`src/rtl/reverb_param_controller_pkg.sv`:
```
// Shared constants and types for the reverb parameter controller: register map,
// fixed-point format and the commit sequencer states.
package reverb_param_controller_pkg;
    localparam int FIXED_POINT            = 8;
    localparam int MAX_FILTER_FIFO_LENGTH = 1024;
    localparam int TAU_BASE               = 0;
    localparam int GAIN_BASE              = 6;
    localparam int NREG                   = 13;
    localparam int NTAU                   = 6;
    localparam int NGAIN                  = 7;
    localparam int GAIN_MAX               = (1 << FIXED_POINT) - 1;

    typedef enum logic [1:0] {IDLE, PENDING, MUTE, RAMP} rpc_state_e;
endpackage

```
`src/rtl/reverb_param_controller_gain_slew.sv`:
```
// One gain channel's slew step: next value moves toward the target by at most STEP.
module gain_slew #(
    parameter int W    = 32,
    parameter int STEP = 2
) (
    input  logic [W-1:0] cur,
    input  logic [W-1:0] tgt,
    output logic [W-1:0] nxt,
    output logic         done
);
    logic signed [W-1:0] diff;

    always_comb begin
        diff = $signed(tgt) - $signed(cur);
        if (diff > STEP)
            nxt = cur + W'(STEP);
        else if (diff < -STEP)
            nxt = cur - W'(STEP);
        else
            nxt = tgt;
        done = (nxt == tgt);
    end
endmodule

```
`src/rtl/reverb_param_controller.sv`:
```
// Shadow/active parameter controller for the reverberator: buffered writes, glitch-free
// commits (mute window on delay change, gain slewing otherwise).
module reverb_param_controller
    import reverb_param_controller_pkg::*;
#(
    parameter int WIDTH        = 24,
    parameter int MAXDELAY     = MAX_FILTER_FIFO_LENGTH,
    parameter int GAIN_STEP    = 2,
    parameter int MUTE_SAMPLES = 64,
    localparam int W           = WIDTH + FIXED_POINT
) (
    input  logic                   clk,
    input  logic                   rst,
    input  logic                   sample_tick,
    input  logic                   wr_valid,
    output logic                   wr_ready,
    input  logic [3:0]             wr_addr,
    input  logic [W-1:0]           wr_data,
    input  logic                   commit,
    output logic [NTAU-1:0][W-1:0] tau,
    output logic [NGAIN-1:0][W-1:0] gain,
    output logic                   rev_enable,
    output logic                   busy,
    output logic                   wr_err
);
    localparam int CW = $clog2(MUTE_SAMPLES + 1);
    localparam logic [W-1:0] ONE = W'(1) << FIXED_POINT;

    rpc_state_e state, state_nxt;

    logic [NTAU-1:0][W-1:0]  shadow_tau;
    logic [NGAIN-1:0][W-1:0] shadow_gain, tgt_gain, gain_nxt;
    logic [NGAIN-1:0]        slew_done;
    logic [CW-1:0]           cnt;
    logic                    flag;
    logic                    latch_tgt, mute_load, mute_dec, en_set, ramp_step;
    logic                    flag_set, flag_clr;
    logic                    wr_fire;
    logic [2:0]              tidx, gidx;

    function automatic logic [W-1:0] clamp_tau(input logic [W-1:0] d);
        logic signed [W-1:0] ip;
        ip = $signed(d) >>> FIXED_POINT;
        if (ip < 1)
            return ONE;
        if (ip > MAXDELAY - 1)
            return W'(MAXDELAY - 1) << FIXED_POINT;
        return {d[W-1:FIXED_POINT], {FIXED_POINT{1'b0}}};
    endfunction

    function automatic logic [W-1:0] clamp_gain(input logic [W-1:0] d);
        if (d[W-1])
            return '0;
        if (d > W'(GAIN_MAX))
            return W'(GAIN_MAX);
        return d;
    endfunction

    assign wr_ready = (state != PENDING);
    assign busy     = (state != IDLE);
    assign wr_fire  = wr_valid && wr_ready;
    assign tidx     = 3'(wr_addr - 4'(TAU_BASE));
    assign gidx     = 3'(wr_addr - 4'(GAIN_BASE));

    for (genvar g = 0; g < NGAIN; g++) begin : g_slew
        gain_slew #(.W(W), .STEP(GAIN_STEP)) u_slew (
            .cur  (gain[g]),
            .tgt  (tgt_gain[g]),
            .nxt  (gain_nxt[g]),
            .done (slew_done[g])
        );
    end

    always_ff @(posedge clk or posedge rst) begin
        if (rst)
            state <= IDLE;
        else
            state <= state_nxt;
    end

    // A commit always wins over a same-clk tick, so a tick never latches a
    // commit that was only just requested.
    always_comb begin
        state_nxt = state;
        latch_tgt = 1'b0;
        mute_load = 1'b0;
        mute_dec  = 1'b0;
        en_set    = 1'b0;
        ramp_step = 1'b0;
        flag_set  = 1'b0;
        flag_clr  = 1'b0;
        case (state)
            IDLE: begin
                if (commit || flag) begin
                    state_nxt = PENDING;
                    flag_clr  = 1'b1;
                end
            end
            PENDING: begin
                flag_set = commit;
                if (sample_tick) begin
                    latch_tgt = 1'b1;
                    if (shadow_tau != tau) begin
                        state_nxt = MUTE;
                        mute_load = 1'b1;
                    end else begin
                        state_nxt = RAMP;
                    end
                end
            end
            MUTE: begin
                flag_set = commit;
                if (sample_tick) begin
                    mute_dec = 1'b1;
                    if (cnt <= CW'(1)) begin
                        state_nxt = RAMP;
                        en_set    = 1'b1;
                    end
                end
            end
            RAMP: begin
                if (commit || flag) begin
                    state_nxt = PENDING;
                    flag_clr  = 1'b1;
                end else if (sample_tick) begin
                    ramp_step = 1'b1;
                    if (&slew_done)
                        state_nxt = IDLE;
                end
            end
            default: state_nxt = IDLE;
        endcase
    end

    always_ff @(posedge clk or posedge rst) begin
        if (rst) begin
            for (int i = 0; i < NTAU; i++) begin
                tau[i]        <= ONE;
                shadow_tau[i] <= ONE;
            end
            gain        <= '0;
            shadow_gain <= '0;
            tgt_gain    <= '0;
            rev_enable  <= 1'b0;
            cnt         <= '0;
            flag        <= 1'b0;
            wr_err      <= 1'b0;
        end else begin
            wr_err <= 1'b0;
            if (wr_fire) begin
                if (wr_addr < 4'(GAIN_BASE))
                    shadow_tau[tidx] <= clamp_tau(wr_data);
                else if (wr_addr < 4'(NREG))
                    shadow_gain[gidx] <= clamp_gain(wr_data);
                else
                    wr_err <= 1'b1;
            end
            if (flag_set)
                flag <= 1'b1;
            else if (flag_clr)
                flag <= 1'b0;
            if (latch_tgt)
                tgt_gain <= shadow_gain;
            // Delay change: jump straight to the new set while the core is muted.
            if (mute_load) begin
                tau        <= shadow_tau;
                gain       <= shadow_gain;
                rev_enable <= 1'b0;
                cnt        <= CW'(MUTE_SAMPLES);
            end
            if (mute_dec)
                cnt <= cnt - CW'(1);
            if (en_set)
                rev_enable <= 1'b1;
            if (ramp_step)
                gain <= gain_nxt;
        end
    end
endmodule

```
`config.mk`:
```
export PLATFORM = sky130hd
export DESIGN_NAME = reverb_param_controller
export DESIGN_NICKNAME = d
export VERILOG_FILES = /design/src/rtl/reverb_param_controller_pkg.sv /design/src/rtl/reverb_param_controller_gain_slew.sv /design/src/rtl/reverb_param_controller.sv
export SDC_FILE = /design/constraint.sdc
export NUM_CORES = 2
export LEC_CHECK = 0
export CAP_MARGIN = 20
export CELL_PAD_IN_SITES_DETAIL_PLACEMENT = 0
export CELL_PAD_IN_SITES_GLOBAL_PLACEMENT = 1
export CORE_MARGIN = 2
export CORE_UTILIZATION = 47
export DETAILED_ROUTE_END_ITERATION = 8
export PLACE_DENSITY = 0.89
export SLEW_MARGIN = 20
export SYNTH_ARGS = -nofsm -noshare
export SYNTH_HDL_FRONTEND = slang
export SYNTH_SLANG_ARGS = --single-unit
```
`constraint.sdc`:
```
create_clock -name clk -period 40.7 [get_ports clk]
set_clock_uncertainty 0.2 [all_clocks]
set_input_delay 4.07 -clock clk [delete_from_list [all_inputs] [get_ports clk]]
set_output_delay 4.07 -clock clk [all_outputs]
set_load 0.02 [all_outputs]
```
==> results.txt <==
- Run status: finished, final reports clean
- In this run the cell area of the synthesized design comes to 72,900 um^2.
- The longest clock path from root to sink contains 3 buffers.
* Synthesized flop and latch total: 958
- In the global route stage, overall resource usage came out at 0.398.
* Class of the most critical hold timing path: flip-flop to flip-flop
* DRC: 0
* Aggregate routed wire length: 326,000 um
- Power Total: 7.12 mW
- The worst setup path is launched from a flip-flop.
- From left edge to right edge, the die measures roughly 400 um.
- Number of clock buffers inserted by TritonCTS: 108
- Counting flops with a built-in enable in the synthesized netlist gives 0.
- At the worst endpoint, the arrival time is a little under 10 ns.
* First-pass GRT wire length: 474,000 um
- In the final layout, the share of cells above drive strength 1 is 0.0975.
- The tree built by TritonCTS fans out to 958 sinks.
- TritonCTS built the clock tree.
- The number of gates resized after CTS was 0.
- At the end of the flow, the number of nets in the layout was 9,018.
* Chain of cells forming the critical path: clkinv_1 -> ha_1 -> and4_1 -> nand2_1 -> o2bb2ai_1 -> mux2_2 -> a2111oi_2 -> nand2_1 -> or4b_1 -> nor4b_4 -> or2_0 -> buf_4 -> o22a_1 -> nor2_1 -> a2111oi_0 -> nand4_1 -> nor4_1 -> nand4_1 -> o22ai_2 -> mux2_1
- Setup repair after global routing left no endpoint under its margin.
- Half-perimeter wire length after detailed placement: 247,000 um
- Yosys printed 0 warnings.
- The tool flagged a number of max-cap violations equal to 0.
* Most used DFF post-synth: sky130_fd_sc_hd__dfrtp_1
- Area of the placeable core: 154,000 um^2
- The detail route stage leaves a number of antenna-violating nets equal to 0.
* Starting utilization of the core area: 0.474
- After synthesis, the share of flip-flops with an asynchronous set or reset is 1.00.
* Average routed wire per standard cell: roughly 30 um
* Average instance area after synthesis: ~8.5 um^2
- The number of antenna violations at the first check in global routing was 21.
- Setup violations remaining at the end of the flow were counted as 0.
* Maximum level of the CTS H-tree: 3
- Syn Inst Count: approximately 8,600
- The floorplan has 144 rows.
* Cell variety after synth: 114
- Die span in y: 398 um
- Slowest library cell on the worst path: sky130_fd_sc_hd__nor4b_4
- Entering global routing, the biggest net connects 141 pins.
- Routability-driven placement finished with a final weighted congestion of 1.05.
- STA puts the critical path data required time at approximately 40 ns.
- Power density of the placed cells: 86.0 nW/um^2
- Detailed routing inserted a total of 73,700 vias.
* Area growth from synthesis to final layout: 13.5%
* Setup TNS after final layout: 0 ns
* Via density per instance: approximately 6.8
* Clock slew seen by the registers of the worst setup and hold paths: roughly 0.070 ns
* Number of setup buffers added after CTS: 0
- Drt initial violations: 9,296
- Slew @ Worst Pin: between 1 and 1.5 ns
- Pin placement for this block handled 461 I/O pins.
- Total of buffers placed on input and output ports: 412
* Clock latency at the later pin of the worst-skew pair: 0.81 ns
- The number of max-slew violations in the final report is 0.
- Worst Setup Slack, final: roughly 31 ns
- The worst setup path is captured at a flip-flop.
* WS Path Type: flip-flop to flip-flop
* Worst setup timing slack at the placement stage: 31.19 ns
* Crit path time final: 9.24 ns
- Along the worst path, the maximum fanout reaches 17.
- Post-synthesis sequential area ratio: 0.329
- Max-slew headroom: 0.110
* Delay of the slowest cell on the worst path: 1.05 ns
- Hold buffer count at cts: 0
- In the finished design, the share of the clock period the worst path needs comes to 0.227.
* Number of inserted filler cells in the final layout: 14,200
- Die Footprint: 158,000 um^2
* DRT Pass-1 Iters: 8
* Leakage: 35.4 nW
* CTS root buffer: sky130_fd_sc_hd__clkbuf_16
* Via count of the first global-routing pass: 68,800
- Worst IR Drop VDD: around 67 uV
- F_max: 108 MHz
* Count of endpoints failing hold in the final timing report: 0
- Remaining global-route overflow: 0
Yosys cell counts (36+ instances only):
cell type / n / share of area
sky130_fd_sc_hd__dfrtp_1: 946 / 0.32
sky130_fd_sc_hd__nand2_1: 794 / 0.041
sky130_fd_sc_hd__nor2_1: 573 / 0.029
sky130_fd_sc_hd__o21ai_0: 541 / 0.037
sky130_fd_sc_hd__a21oi_1: 511 / 0.035
sky130_fd_sc_hd__clkbuf_1: 470 / 0.024
sky130_fd_sc_hd__mux2_2: 380 / 0.059
sky130_fd_sc_hd__xnor2_1: 340 / 0.041
sky130_fd_sc_hd__inv_1: 328 / 0.017
sky130_fd_sc_hd__nor3_1: 261 / 0.018
sky130_fd_sc_hd__nand3_1: 249 / 0.017
sky130_fd_sc_hd__and2_1: 239 / 0.020
sky130_fd_sc_hd__ha_1: 238 / 0.041
sky130_fd_sc_hd__nand4_1: 207 / 0.018
sky130_fd_sc_hd__mux2i_1: 196 / 0.027
sky130_fd_sc_hd__xor2_1: 158 / 0.019
sky130_fd_sc_hd__a211oi_1: 146 / 0.015
sky130_fd_sc_hd__nor4_1: 146 / 0.013
sky130_fd_sc_hd__or3_1: 119 / 0.010
sky130_fd_sc_hd__nor2b_1: 106 / 0.0091
sky130_fd_sc_hd__o211ai_1: 90 / 0.0093
sky130_fd_sc_hd__and3_1: 89 / 0.0076
sky130_fd_sc_hd__a21o_1: 86 / 0.0089
sky130_fd_sc_hd__o22ai_1: 80 / 0.0069
sky130_fd_sc_hd__a31oi_1: 79 / 0.0068
sky130_fd_sc_hd__o211a_1: 63 / 0.0086
sky130_fd_sc_hd__o21a_1: 59 / 0.0061
sky130_fd_sc_hd__a22oi_1: 57 / 0.0059
sky130_fd_sc_hd__a221oi_1: 53 / 0.0064
sky130_fd_sc_hd__buf_4: 51 / 0.0052
sky130_fd_sc_hd__o221ai_1: 48 / 0.0058
sky130_fd_sc_hd__or4_1: 48 / 0.0049
sky130_fd_sc_hd__or2_2: 44 / 0.0038
sky130_fd_sc_hd__nor3b_1: 38 / 0.0039
sky130_fd_sc_hd__a2111oi_0: 36 / 0.0043
critical path: cells and delay by family (launching register included):
| family | cells | cell delay [ns] |
|---|---|---|
| adder cells (fa/ha/maj) | 1 | 0.58 |
| buffers and inverters | 2 | 0.72 |
| flip-flops | 1 | 0.55 |
| AND/OR/NAND/NOR | 10 | 4.07 |
| AO/OA/AOI/OAI | 5 | 2.26 |
| multiplexers | 2 | 0.75 |
flip-flops by register name, indices dropped and copies added (netlist names):
signal       count
cnt              7
flag             1
gain           224
rev_enable       1
shadow_gain    217
shadow_tau     144
state            2
tau            144
tgt_gain       217
wr_err           1
metrics by stage:
stage               hold slack (ns)  std cells  utilization  area (um^2)
finish                        0.268      10900        0.537        82800
global route                  0.287      10900        0.537        82700
CTS                           0.278      10900        0.536        82600
detailed placement            0.270      10700        0.511        78700
global placement              0.261      10700        0.511        78700
floorplan                     0.241       8658            -        73100
report_power, final:
group / internal (mW) / switching (mW)
logic: 1.59 / 2.88
clock network: 0.622 / 0.447
registers: 1.15 / 0.426
layout make-up:
| class | count | area (um^2) | share of cell area |
|---|---|---|---|
| diodes | 9 | 22.5 | 0.000272 |
| flip-flops and latches | 958 | 24000 | 0.290 |
| clock buffers | 148 | 3100 | 0.0375 |
| well taps | 2044 | 2560 | 0.0309 |
| multi-input cells | 6792 | 45800 | 0.554 |
| inverters | 336 | 1270 | 0.0153 |
| repair buffers | 536 | 5180 | 0.0626 |
| clock inverters | 55 | 812 | 0.00981 |
worst paths after layout:
check / startpoint / end / slack [ns] / cells past startpoint
worst max-delay path: gain[45]$_DFFE_PP0P_ / state[1]$_DFFE_PP0P_ / 31.46 / 20
worst min-delay path: shadow_tau[84]$_DFFE_PP0P_ / tau[84]$_DFFE_PP0P_ / 0.27 / 1
worst max register to register: gain[45]$_DFFE_PP0P_ / state[1]$_DFFE_PP0P_ / 31.46 / 20
worst min register to register: shadow_tau[84]$_DFFE_PP0P_ / tau[84]$_DFFE_PP0P_ / 0.27 / 1
max in group asynchronous: rst / shadow_gain[88]$_DFFE_PP0P_ / 32.87 / 7
min in group asynchronous: rst / shadow_tau[88]$_DFFE_PP0P_ / 3.60 / 2
routing by layer:
layer	track usage	vias up	wire length, um
met4	0.199	34	19100
li1	-	32000	-
met3	0.0987	830	34300
met2	0.605	4245	142000
met5	0	-	214
met1	0.527	36600	130000
logic make-up after synthesis:
| group | synth area share |
|---|---|
| buffers and inverters | 0.0500 |
| XOR/XNOR | 0.0598 |
| multiplexers | 0.0862 |
| adder cells (fa/ha/maj) | 0.0427 |
| flip-flops | 0.329 |
| AND/OR/NAND/NOR | 0.215 |
| other | 0.0000514 |
| AO/OA/AOI/OAI | 0.217 |
cells in the final DEF (no fill, tap or decap), types with 38 or more instances in the layout:
cell type                         Yosys  routed
sky130_fd_sc_hd__a211oi_1           146     146
sky130_fd_sc_hd__o211ai_1            90      90
sky130_fd_sc_hd__conb_1               1      48
sky130_fd_sc_hd__o22ai_1             80      80
sky130_fd_sc_hd__nor4_1             146     139
sky130_fd_sc_hd__nor2_1             573     566
sky130_fd_sc_hd__or2_2               44      44
sky130_fd_sc_hd__mux2i_1            196     193
sky130_fd_sc_hd__or4_1               48      48
sky130_fd_sc_hd__clkbuf_16            0     108
sky130_fd_sc_hd__xnor2_1            340     339
sky130_fd_sc_hd__clkdlybuf4s50_1      0     412
sky130_fd_sc_hd__a22oi_1             57      57
sky130_fd_sc_hd__ha_1               238     238
sky130_fd_sc_hd__o221ai_1            48      48
sky130_fd_sc_hd__o211a_1             63      63
sky130_fd_sc_hd__o21a_1              59      59
sky130_fd_sc_hd__nand4_1            207     207
sky130_fd_sc_hd__nand2_1            794     792
sky130_fd_sc_hd__xor2_1             158     158
sky130_fd_sc_hd__nand3_1            249     249
sky130_fd_sc_hd__a31oi_1             79      75
sky130_fd_sc_hd__inv_1              328     327
sky130_fd_sc_hd__or3_1              119     119
sky130_fd_sc_hd__a21o_1              86      86
sky130_fd_sc_hd__nor3_1             261     260
sky130_fd_sc_hd__a21oi_1            511     500
sky130_fd_sc_hd__mux2_2             380     380
sky130_fd_sc_hd__nor3b_1             38      38
sky130_fd_sc_hd__o21ai_0            541     536
sky130_fd_sc_hd__and2_1             239     239
sky130_fd_sc_hd__a221oi_1            53      53
sky130_fd_sc_hd__and3_1              89      86
sky130_fd_sc_hd__buf_4               51     114
sky130_fd_sc_hd__nor2b_1            106     106
sky130_fd_sc_hd__dfrtp_1            946     946
No activity file was read; power rests on OpenSTA's default activity.
